File: config.mk
export PLATFORM = sky130hd
export DESIGN_NAME = retire_tracker
export DESIGN_NICKNAME = d
export VERILOG_FILES = /design/src/rtl/retire_pkg.sv /design/src/rtl/trace_fifo.sv /design/src/rtl/retire_tracker.sv
export SDC_FILE = /design/constraint.sdc
export NUM_CORES = 1
export LEC_CHECK = 0
export ABC_AREA = 1
export CAP_MARGIN = 0
export CORE_MARGIN = 2
export CORE_UTILIZATION = 40
export DETAILED_ROUTE_END_ITERATION = 12
export GPL_TIMING_DRIVEN = 0
export PLACE_DENSITY = 0.62
export SYNTH_ARGS = -nofsm -noshare
export SYNTH_HDL_FRONTEND = slang
export SYNTH_HIERARCHICAL = 1
export SYNTH_SLANG_ARGS = --single-unit
File: constraint.sdc
create_clock -name clk_i -period 14.49 [get_ports clk_i]
set_clock_uncertainty 0.15 [all_clocks]
set_input_delay 2.898 -clock clk_i [delete_from_list [all_inputs] [get_ports clk_i]]
set_output_delay 2.898 -clock clk_i [all_outputs]
set_load 0.01 [all_outputs]
File: src/rtl/retire_pkg.sv
// retire_pkg: shared types and constants for the commit-trace stage.
//   retire_rec_t  - one retired-instruction record as seen by the trace consumer
//   shadow_slot_t - pc/instruction tag carried alongside an EX/MEM/WB pipeline slot
//   NOP_INST      - canonical addi x0,x0,0 that the CPU injects as a bubble
//   HALT_INST     - all-zero word that marks end-of-program when it reaches WB
package retire_pkg;

  // Record/slot width. The top-level XLEN parameter must match this value.
  localparam int REC_XLEN = 32;

  localparam logic [31:0] NOP_INST  = 32'h0000_0013;
  localparam logic [31:0] HALT_INST = 32'h0000_0000;

  typedef struct packed {
    logic [REC_XLEN-1:0] pc;
    logic [31:0]         inst;
    logic                we;
    logic [4:0]          rd;
    logic [REC_XLEN-1:0] wdata;
  } retire_rec_t;

  typedef struct packed {
    logic [REC_XLEN-1:0] pc;
    logic [31:0]         inst;
    logic                valid;
  } shadow_slot_t;

  function automatic logic is_halt_inst(input logic [31:0] inst);
    return inst == HALT_INST;
  endfunction

endpackage

File: src/rtl/trace_fifo.sv
// trace_fifo: synchronous FIFO of retire records.
//   clk_i, rst_i : clock, synchronous active-high reset (pointers only)
//   push, wr_rec : write request and record; ignored when full unless a pop
//                  happens in the same cycle
//   full, empty  : occupancy flags
//   pop          : remove head; ignored when empty
//   rd_rec       : current head record (meaningful only when !empty)
module trace_fifo
  import retire_pkg::*;
#(
  parameter int DEPTH = 8
) (
  input  logic        clk_i,
  input  logic        rst_i,
  input  logic        push,
  input  retire_rec_t wr_rec,
  output logic        full,
  input  logic        pop,
  output logic        empty,
  output retire_rec_t rd_rec
);

  localparam int AW = $clog2(DEPTH);
  localparam logic [AW:0] PTR_ONE = {{AW{1'b0}}, 1'b1};

  // Pointers carry one extra wrap bit to tell full from empty.
  logic [AW:0] wptr;
  logic [AW:0] rptr;
  retire_rec_t mem [DEPTH];
  logic        do_push;
  logic        do_pop;

  assign empty   = (wptr == rptr);
  assign full    = (wptr[AW] != rptr[AW]) && (wptr[AW-1:0] == rptr[AW-1:0]);
  assign do_pop  = pop & ~empty;
  // A simultaneous pop frees the slot, so push-while-full is accepted then.
  assign do_push = push & (~full | do_pop);
  assign rd_rec  = mem[rptr[AW-1:0]];

  always_ff @(posedge clk_i) begin
    if (rst_i) begin
      wptr <= '0;
      rptr <= '0;
    end else begin
      if (do_push) wptr <= wptr + PTR_ONE;
      if (do_pop)  rptr <= rptr + PTR_ONE;
    end
  end

  always_ff @(posedge clk_i) begin
    if (do_push) mem[wptr[AW-1:0]] <= wr_rec;
  end

endmodule

File: src/rtl/retire_tracker.sv
// retire_tracker: commit-trace stage for the 5-stage RISC-V CPU.
// Shadows EX/MEM/WB with pc/instruction tags and emits one record per
// architecturally retired instruction into a trace FIFO.
//   clk_i, rst_i              : clock, synchronous active-high reset
//   id_valid_i/id_pc_i/id_inst_i : ID-stage instruction and its validity
//   hazard_stall_i, flush_i   : CPU stall (bubble into EX) and squash of ID
//   wb_we_i/wb_rd_i/wb_data_i : register-file write of the WB instruction
//   trace_valid_o/trace_ready_i : FIFO head handshake
//   trace_pc_o .. trace_wdata_o : FIFO head record
//   halt_o     : sticky, zero instruction reached WB
//   overflow_o : sticky, a record was dropped on a full FIFO
//   retired_o  : retired-instruction count (wraps)
// XLEN must equal retire_pkg::REC_XLEN.
module retire_tracker
  import retire_pkg::*;
#(
  parameter int XLEN  = 32,
  parameter int DEPTH = 8
) (
  input  logic            clk_i,
  input  logic            rst_i,
  input  logic            id_valid_i,
  input  logic [XLEN-1:0] id_pc_i,
  input  logic [31:0]     id_inst_i,
  input  logic            hazard_stall_i,
  input  logic            flush_i,
  input  logic            wb_we_i,
  input  logic [4:0]      wb_rd_i,
  input  logic [XLEN-1:0] wb_data_i,
  output logic            trace_valid_o,
  input  logic            trace_ready_i,
  output logic [XLEN-1:0] trace_pc_o,
  output logic [31:0]     trace_inst_o,
  output logic            trace_we_o,
  output logic [4:0]      trace_rd_o,
  output logic [XLEN-1:0] trace_wdata_o,
  output logic            halt_o,
  output logic            overflow_o,
  output logic [31:0]     retired_o
);

  shadow_slot_t ex_p0;
  shadow_slot_t mem_p1;
  shadow_slot_t wb_p2;

  logic        retire_en;
  logic        halt_hit;
  logic        push;
  logic        pop;
  logic        fifo_full;
  logic        fifo_empty;
  retire_rec_t push_rec;
  retire_rec_t head_rec;

  // EX/MEM/WB shadow: tags advance unconditionally; reset clears only the
  // valid bits (the later non-blocking assignment wins).
  always_ff @(posedge clk_i) begin
    ex_p0  <= '{pc: id_pc_i, inst: id_inst_i,
                valid: id_valid_i & ~hazard_stall_i & ~flush_i};
    mem_p1 <= ex_p0;
    wb_p2  <= mem_p1;
    if (rst_i) begin
      ex_p0.valid  <= 1'b0;
      mem_p1.valid <= 1'b0;
      wb_p2.valid  <= 1'b0;
    end
  end

  // WB retire: once halted, every later WB slot is ignored.
  assign retire_en = wb_p2.valid & ~halt_o;
  assign halt_hit  = retire_en &  is_halt_inst(wb_p2.inst);
  assign push      = retire_en & ~is_halt_inst(wb_p2.inst);
  assign pop       = ~fifo_empty & trace_ready_i;

  // Writes to x0 are not architectural, so they are reported as we=0.
  assign push_rec = '{pc: wb_p2.pc, inst: wb_p2.inst,
                      we: wb_we_i & (wb_rd_i != 5'd0),
                      rd: wb_rd_i, wdata: wb_data_i};

  always_ff @(posedge clk_i) begin
    if (rst_i) begin
      halt_o     <= 1'b0;
      overflow_o <= 1'b0;
      retired_o  <= '0;
    end else begin
      if (halt_hit) halt_o <= 1'b1;
      // The count tracks retirement even when the record itself is dropped.
      if (push) retired_o <= retired_o + 32'd1;
      if (push & fifo_full & ~pop) overflow_o <= 1'b1;
    end
  end

  trace_fifo #(
    .DEPTH (DEPTH)
  ) u_fifo (
    .clk_i  (clk_i),
    .rst_i  (rst_i),
    .push   (push),
    .wr_rec (push_rec),
    .full   (fifo_full),
    .pop    (pop),
    .empty  (fifo_empty),
    .rd_rec (head_rec)
  );

  assign trace_valid_o = ~fifo_empty;
  assign trace_pc_o    = head_rec.pc;
  assign trace_inst_o  = head_rec.inst;
  assign trace_we_o    = head_rec.we;
  assign trace_rd_o    = head_rec.rd;
  assign trace_wdata_o = head_rec.wdata;

endmodule

# Word level (Yosys, flattened, before mapping)
# Memory sizes are Yosys's and may differ from the RTL's. A register that Yosys moved wholly into a read port is not among the register bits.
# Index checks and enable logic that the tools add are counted.
# classes
n_addsub	3
n_mul	0
div	0
order_cmp	0
n_eq_ne	3
n_shift	0
muxes	4
bitwise_logic	19
reduce_logical	3
# op_table
operator	n
adder 32 x 1 -> 32 bit (second input constant)	1
logical NOT 32 bit	1
bitwise AND 1 bit	11
adder 4 x 1 -> 4 bit (second input constant)	2
inverter 1 bit	7
two-way mux 3 bit	2
nonzero test 5 bit	1
equality test 4 bit	1
equality test 3 bit	1
two-way mux 1 bit	2
logical AND 1 bit	1
inequality test 1 bit	1
bitwise OR 1 bit	1
# totals
reg_bits	237
latch_bits	0
ram_bits	816
romBits	0
inputBits	108
out_inout_bits	137
word_cells	47
mem_count	1
# memory_table
name	depth	width	read_ports	rd_clocked_by_memory_dff	wr	line_no	text
u_fifo.mem	8	102	1	1	1	trace_fifo.sv:29	retire_rec_t mem [DEPTH];

# Longest topological paths before layout
# logic_depth
word_depth	8
ltp_mapped	12

# Cells and area by module
# The synthesis kept the hierarchy.
# by_module_without_submodules
mod	n_inst	cells_per_inst	area_per_inst_um2	seq_area_each_um2
trace_fifo	1	2492	32169.6	24723.7
retire_tracker	1	631	6437.4	4584.4

# Worst setup path before layout
# OpenSTA, ideal clock, no wires.
# synth_timing
path_type	input port to flip-flop
from	input port trace_ready_i
to	memory u_fifo/mem[1][0] (netlist bit), enable pin
setup_ps	564
arrival_time_ps	7779
setup_slack_ps	5997
path_stages	6
path_buffers	0
cell_sequence	inv_1 nor2_1 inv_1 nand4_2 nand3_1 nor2_1
# synth_via
elab_chain_len	6
# synth_rtl
element	line_no	text
start, declared	retire_tracker.sv:31	input logic trace_ready_i,
bitwise AND 1 bit	retire_tracker.sv:73	assign pop = ~fifo_empty & trace_ready_i;
named net pop	retire_tracker.sv:49	logic pop;
bitwise AND 1 bit	trace_fifo.sv:35	assign do_pop = pop & ~empty;
bitwise OR 1 bit	trace_fifo.sv:37	assign do_push = push & (~full | do_pop);
bitwise AND 1 bit	trace_fifo.sv:37	
two-way mux 1 bit	trace_fifo.sv:51	if (do_push) mem[wptr[AW-1:0]] <= wr_rec;
two-way mux 1 bit (not written as such)	trace_fifo.sv:51	
end, declared	trace_fifo.sv:29	
# The timed path passes the listed nets, and every way through them passes these cells.

==> flow_summary.ini <==
[layout]
final_layout_size_suffix_gt1_frac = 0.0889
multi_input_area_um2 = 8270
fill_cells = 8319
final_area_um2 = 46800
finalNetCount = 3611
syn_to_final_growth_pct = 21.1
regArea_um2 = 29300

[yosys]
synthesis.instances = 3123
muxShareOfSynthArea = 0
synthSimpleGateAreaFrac = 0.120
synth_xor_area_frac = 0.00272
synth_compound_area_frac = 0.0890
netlist_top_cells_count = edfxtp_1 (816), nor2_1 (593), nand2_1 (496), o21ai_0 (368), dfxtp_1 (240)
synth_area_leader_cell = edfxtp_1
synth-seq-cells = 1056
async_flop_share = 0
synth_adder_area_share = 0.000972
postSynthAreaPerCell_um2 = 12.4
yosysTopAreaCellShare = 0.635
syn_area_um2 = 38600
synth_ff_type = edfxtp_1
synth_top_family_by_area = simple AND/OR/NAND/NOR gates
yosysMostFrequentCell = edfxtp_1
synth_nets = 3234
yosysWarnings = 6
synth-edff-count = 816
synth_area_leaders = edfxtp_1 (63%), dfxtp_1 (12%), nor2_1 (5.8%), nand2_1 (4.8%), o21ai_0 (4.8%)
synth-seq-area-share = 0.759
synth.distinct_cells = 32

[setup_path]
worst-path-buf-inv = 4
cp.arrival_ns = 3.89
slowest_stage = clkbuf_1
cpPeakStageDelay_ns = 1.00
worst_setup_path_end_kind = primary output
cp-start-kind = flip-flop
rrSetupSlack_ns = 10.84
required_ns = 11.44
reg2reg_to = u_fifo/mem[5][97]$_DFFE_PP_
rr_worst_depth = 10
cp.depth = 5
critPathKind = flip-flop to primary output
timing.rr.start = u_fifo/wptr[2]$_SDFFE_PP0P_
crit_chain = inv_1 -> clkbuf_1 -> clkbuf_1 -> a31oi_1 -> clkdlybuf4s50_1
path_max_fanout = 10
crit_end = trace_inst_o[25]
critPathMostFrequentCell = clkbuf_1
crit_family = buffers and inverters

[global_routing]
grt-ovfl-total = 0
antenna_found_initial = 4
grt_start_max_net_pins = 55
track_usage = 0.191
grt_pass1_vias = 23500
grt_pass1_wl_um = 142000

[power_and_ir_drop]
peakVddDrop_mv = 0.0882
power.leakage_nw = 15.9
p_comb_frac = 0.010
p_per_area_nw_per_um2 = 131
switching_power_mw = 1.18
seqPwrFrac = 0.543
internal_power_mw = 4.92
swShare = 0.194
clkPwrFrac = 0.447

[clocking]
clkTransAtPathRegs_ns = 0.06
htreeDepth = 3
cts_resized = 0
root_buffer = clkbuf_16
worstSkewPairLatency_ns = 0.68
tritoncts = yes
postCtsHoldBufs = 0
cts_sinks = 1056
cts_max_path_buffers = 3
cts_made_buffers = 106
postCtsSetupRepairBufs = 0

[timing]
fmax_mhz = 144
slew_violations = 0
hold_ws_ns = 0.175
slew_headroom = 0.108
setup-violations-final = 0
hold_viol = 0
period_needed_ns = 6.94
rsz0062_at_grt = no
period_share = 0.479
setup_tns_ns = 0
worst_slew_pin_slew_ns = 1.34

[routing]
via_count = 24300
route.detailed.wl_per_inst_um = 19.8
routed_wl_um = 96000
drt_first_pass_iters = 7
postRouteAntennaNets = 0
routed_via_density = 5.01
drt_iter0_markers = 1893
drc_errors = 0

[die]
die_h_um = 315
ioPinCount = 245
core_um2 = 95300
fp-row-count = 113
dieArea_um2 = 99000
initial_core_util = 0.405
die_w_um = 315

[run_status]
status = complete, no violations

[worst_hold_path]
hold_class = flip-flop to flip-flop

[flow_run]
cap_violations = 0

[placement]
portBuffers = 244
dpl_cell_area_um2 = 43200
place_congestion = 0.837
place_hpwl_um = 62100
-- kinds of logic after synthesis --
family,Yosys count
AOI/OAI and AO/OA,658
xor gates and xnor gates,12
and+or+nand+nor,1171
adders and majority gates,3
buffers and inverters,223
DFF,1056
-- routing by layer --
layer  global-route usage  vias to the layer above  wire, µm
met5                    0                        -        13
met2                0.311                      725     45500
met4               0.0719                        2      2870
li1                     -                    11700         -
met1                0.256                    11700     41600
met3               0.0336                      140      6020
-- power by group through the flow --
stage               clock network, mW  registers [mW]  logic (mW)
finish                           2.73            3.31      0.0627
global route                     2.91            3.32      0.0685
CTS                              2.79            3.31      0.0637
detailed placement                  0            3.38      0.0633
global placement                    0            3.38      0.0619
floorplan                           0            3.37      0.0119
-- cell type report --
class / count / share of cell area
diodes: 3 / 0.000161
plain buffers: 170 / 0.0190
clock buffers: 139 / 0.0641
clock inverters: 57 / 0.0115
inverters: 53 / 0.00436
multi-input cells: 1844 / 0.177
flip-flops and latches: 1056 / 0.627
well taps: 1265 / 0.0339
repair buffers: 269 / 0.0634
-- flip-flops by register name, summed over array words and instances (netlist names), named ones only --
| signal | flops |
|---|---|
| u_fifo/mem | 816 |
| ex_p0 | 65 |
| mem_p1 | 65 |
| push_rec | 64 |
| retired_o | 32 |
| u_fifo/rptr | 4 |
| u_fifo/wptr | 4 |
| halt_o | 1 |
| overflow_o | 1 |
| wb_p2 | 1 |
-- how the worst min path moves through the flow --
stage / cells past startpoint / slack [ns] / from / end
finish: 0 / 0.17 / mem_p1[12]$_DFF_P_ / push_rec[49]$_DFF_P_
global route: 0 / 0.18 / ex_p0[51]$_DFF_P_ / mem_p1[51]$_DFF_P_
CTS: 0 / 0.18 / mem_p1[52]$_DFF_P_ / push_rec[89]$_DFF_P_
detailed placement: 0 / 0.16 / mem_p1[26]$_DFF_P_ / push_rec[63]$_DFF_P_
global placement: 0 / 0.16 / mem_p1[14]$_DFF_P_ / push_rec[51]$_DFF_P_
floorplan: 0 / 0.16 / ex_p0[10]$_DFF_P_ / mem_p1[10]$_DFF_P_
-- cells in the final DEF (no fill, tap or decap), types with 3 or more instances in the layout --
cell,n
edfxtp_1,816
nor2_1,586
nand2_1,496
o21ai_0,368
clkdlybuf4s50_1,244
dfxtp_1,240
a21oi_1,138
clkbuf_16,111
a31oi_1,102
clkbuf_1,94
inv_1,48
buf_2,46
o21ai_1,46
nand3_1,43
buf_12,22
clkinv_2,20
buf_4,19
nor2_4,16
buf_6,16
clkinv_1,14
clkbuf_8,11
buf_1,9
nor2_2,8
nand4_1,8
inv_6,8
bufinv_16,8
xnor2_1,7
clkinvlp_4,6
nand2_2,5
xor2_1,5
diode_2,3
nand2_4,3
a21oi_2,3
ha_1,3
buf_16,3
-- through the flow --
step | util | setup slack [ns] | instances | power (mW)
global placement | 0.447 | 1.38 | 4632 | 3.44
floorplan | - | 6.00 | 3123 | 3.38
finish | 0.491 | 7.55 | 4856 | 6.11
global route | 0.491 | 7.43 | 4855 | 6.30
detailed placement | 0.453 | 8.21 | 4657 | 3.44
CTS | 0.491 | 7.47 | 4853 | 6.17
Power figures use the tool's default switching activity.
